===== src/rtl/suspi_cmd_rx.sv =====
// SUSPI upstream command receiver: 11-bit odd-parity frames oversampled 4x on the
// 4 MHz strobe, packet parser (marker/flag/len/payload/CRC) with abort and timeout handling.

module crc16 (
    input  logic [15:0] crc_in,
    input  logic [7:0]  data_in,
    output logic [15:0] crc_out
);
    // CRC-16/CCITT, poly 0x1021, MSB first; the caller supplies the FFFF seed.
    always_comb begin
        crc_out = crc_in ^ {data_in, 8'h00};
        for (int i = 0; i < 8; i++) begin
            crc_out = crc_out[15] ? ({crc_out[14:0], 1'b0} ^ 16'h1021)
                                  : {crc_out[14:0], 1'b0};
        end
    end
endmodule

module suspi_cmd_rx #(
    parameter logic [7:0] MARKER     = 8'hA5,
    parameter int         MAX_LEN    = 2048,
    parameter int         TIMEOUT_BT = 32
) (
    input  logic        bb_clk_in,
    input  logic        rst_n,
    input  logic        strobe_4mhz,
    input  logic        com_in,
    output logic        cmd_valid,
    output logic [7:0]  cmd_flag,
    output logic [15:0] cmd_len,
    output logic        pl_valid,
    output logic [7:0]  pl_data,
    output logic        pl_last,
    output logic        busy,
    output logic        err_parity,
    output logic        err_frame,
    output logic        err_crc,
    output logic        err_hdr,
    output logic        err_timeout
);
    localparam int          TO_LIMIT  = 4 * TIMEOUT_BT;
    localparam int          TO_W      = $clog2(TO_LIMIT + 2);
    localparam logic [15:0] MAX_LEN_W = 16'(MAX_LEN);
    localparam logic [TO_W-1:0] TO_LIMIT_W = TO_W'(TO_LIMIT);

    typedef enum logic [1:0] {RX_IDLE, RX_START, RX_BITS} rx_state_t;
    typedef enum logic [2:0] {
        P_MARK, P_FLAG, P_LENH, P_LENL, P_DATA, P_CRCH, P_CRCL
    } pkt_state_t;

    // ---------------- line synchroniser ----------------
    logic [1:0] sync_q;
    logic       line;

    always_ff @(posedge bb_clk_in or negedge rst_n) begin
        if (!rst_n) sync_q <= 2'b11;
        else        sync_q <= {sync_q[0], com_in};
    end
    assign line = sync_q[1];

    // ---------------- bit receiver ----------------
    rx_state_t  rx_state_q, rx_state_d;
    logic [1:0] phase_q, phase_d;
    logic [3:0] bit_idx_q, bit_idx_d;
    logic [7:0] shreg_q, shreg_d;
    logic       par_q, par_d;
    logic       byte_stb, stop_ok, par_ok, glitch, start_seen;

    always_ff @(posedge bb_clk_in or negedge rst_n) begin
        if (!rst_n) begin
            rx_state_q <= RX_IDLE;
            phase_q    <= 2'd0;
            bit_idx_q  <= 4'd0;
            shreg_q    <= 8'h00;
            par_q      <= 1'b0;
        end else begin
            rx_state_q <= rx_state_d;
            phase_q    <= phase_d;
            bit_idx_q  <= bit_idx_d;
            shreg_q    <= shreg_d;
            par_q      <= par_d;
        end
    end

    always_comb begin
        rx_state_d = rx_state_q;
        phase_d    = phase_q;
        bit_idx_d  = bit_idx_q;
        shreg_d    = shreg_q;
        par_d      = par_q;
        byte_stb   = 1'b0;
        glitch     = 1'b0;
        start_seen = 1'b0;
        stop_ok    = line;
        par_ok     = ^{shreg_q, par_q};
        case (rx_state_q)
            RX_IDLE: begin
                if (strobe_4mhz && !line) begin
                    rx_state_d = RX_START;
                    phase_d    = 2'd0;
                    start_seen = 1'b1;
                end
            end
            RX_START: begin
                if (strobe_4mhz) begin
                    // Second strobe after the edge is the middle of the start bit.
                    if (phase_q == 2'd1) begin
                        if (line) begin
                            glitch     = 1'b1;
                            rx_state_d = RX_IDLE;
                        end else begin
                            rx_state_d = RX_BITS;
                            phase_d    = 2'd0;
                            bit_idx_d  = 4'd0;
                        end
                    end else begin
                        phase_d = phase_q + 2'd1;
                    end
                end
            end
            RX_BITS: begin
                if (strobe_4mhz) begin
                    phase_d = phase_q + 2'd1;
                    if (phase_q == 2'd3) begin
                        if (bit_idx_q < 4'd8) begin
                            shreg_d   = {line, shreg_q[7:1]};
                            bit_idx_d = bit_idx_q + 4'd1;
                        end else if (bit_idx_q == 4'd8) begin
                            par_d     = line;
                            bit_idx_d = bit_idx_q + 4'd1;
                        end else begin
                            byte_stb   = 1'b1;
                            rx_state_d = RX_IDLE;
                        end
                    end
                end
            end
            default: rx_state_d = RX_IDLE;
        endcase
    end

    // ---------------- packet parser ----------------
    pkt_state_t       pkt_state_q, pkt_state_d;
    logic [7:0]       flag_q, flag_d;
    logic [15:0]      len_q, len_d;
    logic [15:0]      cnt_q, cnt_d;
    logic [15:0]      crc_q, crc_d;
    logic [7:0]       crch_q, crch_d;
    logic [TO_W-1:0]  to_cnt_q, to_cnt_d;
    logic [15:0]      crc_seed, crc_fold, len_new;
    logic             to_fire, last_byte;

    logic        cmd_valid_q, cmd_valid_d;
    logic [7:0]  cmd_flag_q, cmd_flag_d;
    logic [15:0] cmd_len_q, cmd_len_d;
    logic        pl_valid_q, pl_valid_d;
    logic [7:0]  pl_data_q, pl_data_d;
    logic        pl_last_q, pl_last_d;
    logic        busy_q, busy_d;
    logic        err_parity_q, err_parity_d;
    logic        err_frame_q, err_frame_d;
    logic        err_crc_q, err_crc_d;
    logic        err_hdr_q, err_hdr_d;
    logic        err_timeout_q, err_timeout_d;

    // A marker always restarts the CRC from the seed.
    assign crc_seed = (pkt_state_q == P_MARK) ? 16'hFFFF : crc_q;

    crc16 u_crc16 (
        .crc_in  (crc_seed),
        .data_in (shreg_q),
        .crc_out (crc_fold)
    );

    assign len_new   = {len_q[15:8], shreg_q};
    assign last_byte = (cnt_q == len_q - 16'd1);
    assign to_fire   = busy_q && (rx_state_q == RX_IDLE) && strobe_4mhz && line
                       && (to_cnt_q == TO_LIMIT_W);

    always_ff @(posedge bb_clk_in or negedge rst_n) begin
        if (!rst_n) begin
            pkt_state_q   <= P_MARK;
            flag_q        <= 8'h00;
            len_q         <= 16'h0000;
            cnt_q         <= 16'h0000;
            crc_q         <= 16'hFFFF;
            crch_q        <= 8'h00;
            to_cnt_q      <= '0;
            cmd_valid_q   <= 1'b0;
            cmd_flag_q    <= 8'h00;
            cmd_len_q     <= 16'h0000;
            pl_valid_q    <= 1'b0;
            pl_data_q     <= 8'h00;
            pl_last_q     <= 1'b0;
            busy_q        <= 1'b0;
            err_parity_q  <= 1'b0;
            err_frame_q   <= 1'b0;
            err_crc_q     <= 1'b0;
            err_hdr_q     <= 1'b0;
            err_timeout_q <= 1'b0;
        end else begin
            pkt_state_q   <= pkt_state_d;
            flag_q        <= flag_d;
            len_q         <= len_d;
            cnt_q         <= cnt_d;
            crc_q         <= crc_d;
            crch_q        <= crch_d;
            to_cnt_q      <= to_cnt_d;
            cmd_valid_q   <= cmd_valid_d;
            cmd_flag_q    <= cmd_flag_d;
            cmd_len_q     <= cmd_len_d;
            pl_valid_q    <= pl_valid_d;
            pl_data_q     <= pl_data_d;
            pl_last_q     <= pl_last_d;
            busy_q        <= busy_d;
            err_parity_q  <= err_parity_d;
            err_frame_q   <= err_frame_d;
            err_crc_q     <= err_crc_d;
            err_hdr_q     <= err_hdr_d;
            err_timeout_q <= err_timeout_d;
        end
    end

    always_comb begin
        pkt_state_d   = pkt_state_q;
        flag_d        = flag_q;
        len_d         = len_q;
        cnt_d         = cnt_q;
        crc_d         = crc_q;
        crch_d        = crch_q;
        cmd_flag_d    = cmd_flag_q;
        cmd_len_d     = cmd_len_q;
        pl_data_d     = pl_data_q;
        busy_d        = busy_q;
        cmd_valid_d   = 1'b0;
        pl_valid_d    = 1'b0;
        pl_last_d     = 1'b0;
        err_parity_d  = 1'b0;
        err_frame_d   = 1'b0;
        err_crc_d     = 1'b0;
        err_hdr_d     = 1'b0;
        err_timeout_d = 1'b0;

        if (!busy_q || start_seen)
            to_cnt_d = '0;
        else if (rx_state_q == RX_IDLE && strobe_4mhz)
            to_cnt_d = to_cnt_q + 1'b1;
        else
            to_cnt_d = to_cnt_q;

        // Line errors take precedence; each one drops the packet back to the marker hunt.
        if (glitch || (byte_stb && !stop_ok)) begin
            err_frame_d = 1'b1;
            pkt_state_d = P_MARK;
            busy_d      = 1'b0;
        end else if (byte_stb && !par_ok) begin
            err_parity_d = 1'b1;
            pkt_state_d  = P_MARK;
            busy_d       = 1'b0;
        end else if (to_fire) begin
            err_timeout_d = 1'b1;
            pkt_state_d   = P_MARK;
            busy_d        = 1'b0;
        end else if (byte_stb) begin
            case (pkt_state_q)
                P_MARK: begin
                    if (shreg_q == MARKER) begin
                        crc_d       = crc_fold;
                        busy_d      = 1'b1;
                        pkt_state_d = P_FLAG;
                    end else begin
                        err_hdr_d = 1'b1;
                    end
                end
                P_FLAG: begin
                    flag_d      = shreg_q;
                    crc_d       = crc_fold;
                    pkt_state_d = P_LENH;
                end
                P_LENH: begin
                    len_d       = {shreg_q, len_q[7:0]};
                    crc_d       = crc_fold;
                    pkt_state_d = P_LENL;
                end
                P_LENL: begin
                    len_d = len_new;
                    crc_d = crc_fold;
                    cnt_d = 16'h0000;
                    if (len_new > MAX_LEN_W) begin
                        err_hdr_d   = 1'b1;
                        pkt_state_d = P_MARK;
                        busy_d      = 1'b0;
                    end else if (len_new == 16'h0000) begin
                        pkt_state_d = P_CRCH;
                    end else begin
                        pkt_state_d = P_DATA;
                    end
                end
                P_DATA: begin
                    crc_d      = crc_fold;
                    pl_valid_d = 1'b1;
                    pl_data_d  = shreg_q;
                    pl_last_d  = last_byte;
                    cnt_d      = cnt_q + 16'd1;
                    if (last_byte) pkt_state_d = P_CRCH;
                end
                P_CRCH: begin
                    crch_d      = shreg_q;
                    pkt_state_d = P_CRCL;
                end
                P_CRCL: begin
                    if ({crch_q, shreg_q} == crc_q) begin
                        cmd_valid_d = 1'b1;
                        cmd_flag_d  = flag_q;
                        cmd_len_d   = len_q;
                    end else begin
                        err_crc_d = 1'b1;
                    end
                    busy_d      = 1'b0;
                    pkt_state_d = P_MARK;
                end
                default: begin
                    pkt_state_d = P_MARK;
                    busy_d      = 1'b0;
                end
            endcase
        end
    end

    assign cmd_valid   = cmd_valid_q;
    assign cmd_flag    = cmd_flag_q;
    assign cmd_len     = cmd_len_q;
    assign pl_valid    = pl_valid_q;
    assign pl_data     = pl_data_q;
    assign pl_last     = pl_last_q;
    assign busy        = busy_q;
    assign err_parity  = err_parity_q;
    assign err_frame   = err_frame_q;
    assign err_crc     = err_crc_q;
    assign err_hdr     = err_hdr_q;
    assign err_timeout = err_timeout_q;
endmodule


===== config.mk =====
export PLATFORM = sky130hd
export DESIGN_NAME = suspi_cmd_rx
export DESIGN_NICKNAME = d
export VERILOG_FILES = /design/src/rtl/suspi_cmd_rx.sv
export SDC_FILE = /design/constraint.sdc
export NUM_CORES = 1
export LEC_CHECK = 0
export CAP_MARGIN = 20
export CORE_MARGIN = 2
export CORE_UTILIZATION = 30
export DETAILED_ROUTE_END_ITERATION = 12
export HOLD_SLACK_MARGIN = 0.05
export PLACE_DENSITY = 0.42
export SKIP_CTS_REPAIR_TIMING = 1
export SLEW_MARGIN = 10
export SYNTH_ARGS = -nofsm -noshare
export SYNTH_HDL_FRONTEND = slang
export SYNTH_HIERARCHICAL = 1
export SYNTH_SLANG_ARGS = --single-unit

===== constraint.sdc =====
create_clock -name bb_clk_in -period 3.4 [get_ports bb_clk_in]
set_clock_uncertainty 0.05 [all_clocks]
set_input_delay 0.85 -clock bb_clk_in [delete_from_list [all_inputs] [get_ports bb_clk_in]]
set_output_delay 0.85 -clock bb_clk_in [all_outputs]
set_load 0.05 [all_outputs]

* Word-level counts from Yosys, hierarchy flattened
Index checks and enable logic that the tools add are counted.
** Cells by class
- Add/subtract/negate cells :: 5
- Order comparisons :: 2
- Eq/ne operators :: 30
- Multiplexer cells :: 100
- Bitwise gates (word level) :: 15
- Reductions and logical operators :: 40
** Operators with widths (number)
- 2-to-1 mux 13 bit :: 8
- one-hot mux 16 bit (2 select lines) :: 3
- 2-to-1 mux 1 bit :: 52
- equality test 16 bit :: 2
- 2-to-1 mux 16 bit :: 2
- AND reduction 5 bit :: 6
- 2-to-1 mux 4 bit :: 7
- 2-to-1 mux 2 bit :: 13
- inverter 3 bit :: 8
- AND reduction 6 bit :: 4
- 2-to-1 mux 3 bit :: 7
- one-hot mux 3 bit (6 select lines) :: 1
- adder 16 x 1 -> 16 bit (second input constant) :: 1
- equality test 8 bit (second input constant) :: 2
- greater-than comparator 16 x 12 -> 1 bit (second input constant) :: 1
- logical NOT 16 bit :: 1
- 2-to-1 mux 8 bit :: 2
- inequality test 2 bit (second input constant) :: 8
- subtractor 16 x 1 -> 16 bit (second input constant) :: 1
- bitwise XOR 16 bit :: 1
- AND reduction 7 bit :: 2
- one-hot mux 2 bit (3 select lines) :: 2
- inequality test 5 bit (second input constant) :: 2
- equality test 3 bit (second input constant) :: 3
- 29 further kinds :: 53
** Storage, ports and cells
- Register bits :: 135
- Bits of input ports :: 4
- Output and inout port bits :: 41
- Logic and storage cells :: 218

* Logic depth before layout (Yosys ltp)
- Depth after elaboration :: 21
- Mapped depth :: 11
- Gate-level depth less buffers :: 8

* By module
Netlist, hierarchy kept.
** Modules (own cells, without submodules)
- suspi_cmd_rx :: instances 1, cells an instance 623, area each 6910.4 sq um, seq. area each 3400.8 sq um
- crc16 :: instances 1, cells an instance 25, area each 369.1 sq um, seq. area each 0.0 sq um

* Least setup slack after synthesis
Ideal clock, no wire load.
- Path type :: in2reg
- Start point :: in strobe_4mhz
- End point :: reg cmd_flag_q[0], in the netlist cmd_flag[0]
- Setup time :: 0.128 ns
- Arrival time :: 2.562 ns
- Required time :: 3.222 ns
- Setup slack :: 0.660 ns
- Stages on the path :: 9
- Path buffers :: 3
- Cell sequence :: buf_2 and3_1 nand3_1 nor3_1 and2_1 buf_4 nand4_4 buf_2 mux2_1
** Between the ends
- Word-level cells in the longest chain between the ends :: 6
- Elaborated cells between the ends (all ways) :: 14
- Classes of those cells :: mux: 4; bitwise: 3; reduce/logical: 7
** Ends and longest elaborated chain
- start: declaration :: line 26 : input logic strobe_4mhz,
- 2-to-1 mux 1 bit :: line 122 : if (strobe_4mhz) begin
- 2-to-1 mux 1 bit :: line 96 : case (rx_state_q)
- logical AND 1 bit :: line 252 : if (glitch || (byte_stb && !stop_ok)) begin
- logical OR 1 bit :: line 252
- inverter 1 bit (no source line)
- AND reduction 6 bit (no source line) *
- end signal: assignment :: line 210 : cmd_flag_q <= cmd_flag_d;
- end: declaration :: line 154 : logic [7:0] cmd_flag_q, cmd_flag_d;
Every way passes the cells marked *; elsewhere a longest branch is shown, timed or not.
A chain may end at the register's enable or synchronous reset.

* Worst setup path in the final report
- Start point :: in strobe_4mhz
- End point :: reg crch_q[2]
** Between the ends
- Word-level cells in the longest chain between the ends :: 6
- Elaborated cells between the ends (all ways) :: 14
- Classes of those cells :: mux: 4; bitwise: 3; reduce/logical: 7
** Ends and longest elaborated chain
- 2-to-1 mux 1 bit :: line 122
- 2-to-1 mux 1 bit :: line 96
- logical AND 1 bit :: line 252
- logical OR 1 bit :: line 252
- inverter 1 bit (no source line)
- AND reduction 5 bit (no source line) *
- end signal: assignment :: line 207 : crch_q <= crch_d;
- end: declaration :: line 148 : logic [7:0] crch_q, crch_d;
Marks and branches as above.

==> impl_metrics.csv <==
group,metric,value,unit
die,initial_core_util,30.3,%
yosys,syn_area,7280,sq um
placed_design,io_buffers,44,
yosys,yosysMostFrequentCell,"dfrtp_1",
timing,fmaxAchievable,0.335,GHz
yosys,yosysTopAreaCellShare,40.2,%
critical_path,path_class,"in2reg",
clock_network,cts-root-buf,"clkbuf_16",
clock_network,clockBufferDepth,2,
pwr,leakagePower,3.98,nW
die,die_area,25500,sq um
final_layout,multi_input_area,3640,sq um
yosys,yosys-top-cells-count,"117 x dfrtp_1, 71 x mux2_2, 43 x xnor2_1",
critical_path,r2r_setup_slack,0.52,ns
critical_path,reg2reg_from,"len_q[3]",
global_route,grt_overflow_total,0,
yosys,synth_top_family_by_area,"simple AND/OR/NAND/NOR gates",
clock_network,clkSlewWorstSetupHoldPaths,0.07,ns
timing,fin_crit_sh,87.8,%
timing,setup_violations,0,
timing,finalHoldViolCount,0,
final_layout,nets,722,
yosys,synth_top_flop_cell,"dfrtp_1",
global_route,antenna_found_initial,0,
placed_design,gp_congestion,0.844,
final_layout,final_core_util,36.9,%
timing,final_max_slew_viol_count,0,
pwr,clkPwrFrac,50.2,%
flow_run,drv_cap,0,
global_route,grt_pass1_wl,29.8,mm
worst_hold_path,hold_class,"in2async",
yosys,synthAdderAreaFrac,2.06,%
die,coreArea,24000,sq um
global_route,grt_usage,14.7,%
clock_network,cts_tree,"yes",
critical_path,cp-end-kind,"flip-flop",
final_layout,drive_gt1_share,24.9,%
final_layout,syn_to_final_growth,22.0,%
yosys,ys_types,63,
global_route,grt_start_max_net_pins,64,
routing,drcViolationCount,0,
critical_path,r2r_cells,6,
yosys,syn_inst,648,
critical_path,r2r_end,"pkt_state_q[0]",
yosys,synthArstFlopShare,100,%
critical_path,critPathLaunch,"strobe_4mhz",
yosys,yosysSeqAreaShare,46.7,%
outcome,status,"complete, no violations",
yosys,synth_area_leader_cell,"dfrtp_1",
yosys,synthSimpleGateAreaFrac,15.3,%
pwr,seqPwrFrac,42.8,%
critical_path,crit_path_max_fanout,9,
routing,drtIter0Drc,275,
timing,tightest_slew,0.712,ns
routing,drt-total-wl,17.9,mm
critical_path,arrival,3.24,ns
die,die_y,160,um
critical_path,startpoint_type,"primary input",
pwr,switchingPower,0.955,mW
timing,period_minus_slack,2.99,ns
pwr,p_int,2.91,mW
pwr,ir_worst_vdd,0.185,mV
routing,drtPass1Iterations,5,
pwr,power_density,435,nW/um^2
die,pin_count,45,
pwr,p_sw_share,24.7,%
placed_design,place_area,8270,sq um
die,rows,57,
critical_path,required,3.66,ns
pwr,power_frac_comb,7.0,%
routing,viasPerCell,4.92,
yosys,synth-seq-cells,135,
final_layout,n_fill_cell,2378,
clock_network,clock_latency,0.42,ns
yosys,synth-edff-count,0,
yosys,synthMuxAreaShare,13.8,%
global_route,first_global_vias,5351,
placed_design,dp_hpwl,12.6,mm
routing,wl_per_cell,17.2,um
final_layout,final_area,8880,sq um
clock_network,ctsHtreeMaxLevel,4,
yosys,syn_avg_cell_area,11.2,sq um
yosys,yosys_warnings,6,
die,die_w,160,um
clock_network,cts.sinks,135,
yosys,ys_top_cells_by_area,"dfrtp_1 40%, mux2_2 11%, dfstp_2 6.5%, xnor2_1 5.2%, mux2_1 2.8%",
final_layout,seqCellArea,3400,sq um
routing,num_vias,5134,
yosys,synthXorXnorAreaFrac,11.4,%
yosys,synth-compound-area-share,7.37,%
timing,relSlewSlack,52.1,%
final_layout,diodes,0,
clock_network,cts_buffers,17,
yosys,syn_nets,664,
routing,antenna_left,0,
timing,rsz0062_at_grt,"no",
-- cell families after synthesis --
group           after synthesis
fa+ha+maj                    12
buf+inv                      58
xor+xnor                     75
compound gates               79
mux                          89
simple gates                200
flops                       135
-- per-layer routing --
metal | part of all wire, % | global-route usage (%) | routed length (um)
met1 | 48 | 19.7 | 8550
met2 | 49 | 24.3 | 8690
met3 | 2.8 | 2.88 | 501
met4 | 0.82 | 3.89 | 147
met5 | 0 | 0 | 0
-- power groups by stage --
stage	logic (mW)	clock network [mW]	registers, mW
2_1_floorplan	0.181	0	1.68
3_3_place_gp	0.266	0	1.68
6_report	0.269	1.94	1.65
5_1_grt	0.317	2.07	1.66
4_1_cts	0.274	1.99	1.65
3_5_place_dp	0.273	0	1.68
-- registers in the layout, indices dropped and copies added, names as in the netlist, 2 cells and up --
signal,flops
to_cnt_q,8
phase_q,2
crc_q,16
pl_data,8
bit_idx_q,4
flag_q,8
cmd_len,16
pkt_state_q,3
cmd_flag,8
sync_q,2
shreg_q,8
rx_state_q,2
cnt_q,16
len_q,16
crch_q,8
-- layout make-up --
cell class / instances / share of cell area (%)
timing repair buffer: 72 / 8.19
tap: 324 / 4.57
multi-input combinational: 455 / 41.0
clock inverter: 12 / 1.86
sequential: 135 / 38.3
clock buffer: 20 / 5.03
inverter: 25 / 1.06
-- cells in the final DEF (no fill, tap or decap), types with 9 or more instances in the layout --
| cell type | count |
|---|---|
| clkdlybuf4s50_1 | 43 |
| a21oi_1 | 15 |
| buf_4 | 22 |
| or2_2 | 18 |
| nor2_1 | 33 |
| ha_1 | 12 |
| xor2_1 | 18 |
| dfstp_2 | 18 |
| nor3_1 | 16 |
| clkbuf_16 | 17 |
| nand2_1 | 32 |
| o21ai_0 | 26 |
| or4_1 | 9 |
| mux2_2 | 71 |
| nor4_1 | 9 |
| xnor2_1 | 43 |
| mux2_1 | 18 |
| dfrtp_1 | 117 |
| nand4_1 | 24 |
| nand3_1 | 19 |
| inv_1 | 25 |
-- metrics by stage --
stage	total power, mW	hold slack, ns	worst slack (ns)	setup TNS, ns	instances
2_1_floorplan	1.86	0.295	0.660	0	648
5_1_grt	4.04	0.312	0.289	0	1043
6_report	3.86	0.306	0.414	0	1043
3_5_place_dp	1.95	0.299	-0.0156	-0.0794	1011
3_3_place_gp	1.95	0.300	0.00786	0	1011
4_1_cts	3.92	0.308	0.433	0	1043
-- worst max-delay path by stage --
| stage | endpoint | slack (ns) | depth (start not counted) |
|---|---|---|---|
| after floorplan | cmd_flag[0] | 0.66 | 9 |
| after global placement | len_q[11] | 0.008 | 9 |
| after detailed placement | crch_q[2] | -0.02 | 8 |
| after CTS | crch_q[2] | 0.43 | 8 |
| after global routing | crch_q[1] | 0.29 | 8 |
| final | crch_q[2] | 0.41 | 8 |
-- critical path: stages --
cell             delay [ns]
clkdlybuf4s50_1        0.65
and3_1                 0.23
nand3_1                0.10
nor3_1                 0.28
and2_1                 0.28
buf_4                  0.17
nand4b_2               0.29
mux2_2                 0.38
No activity file was read; power rests on OpenSTA's default activity.
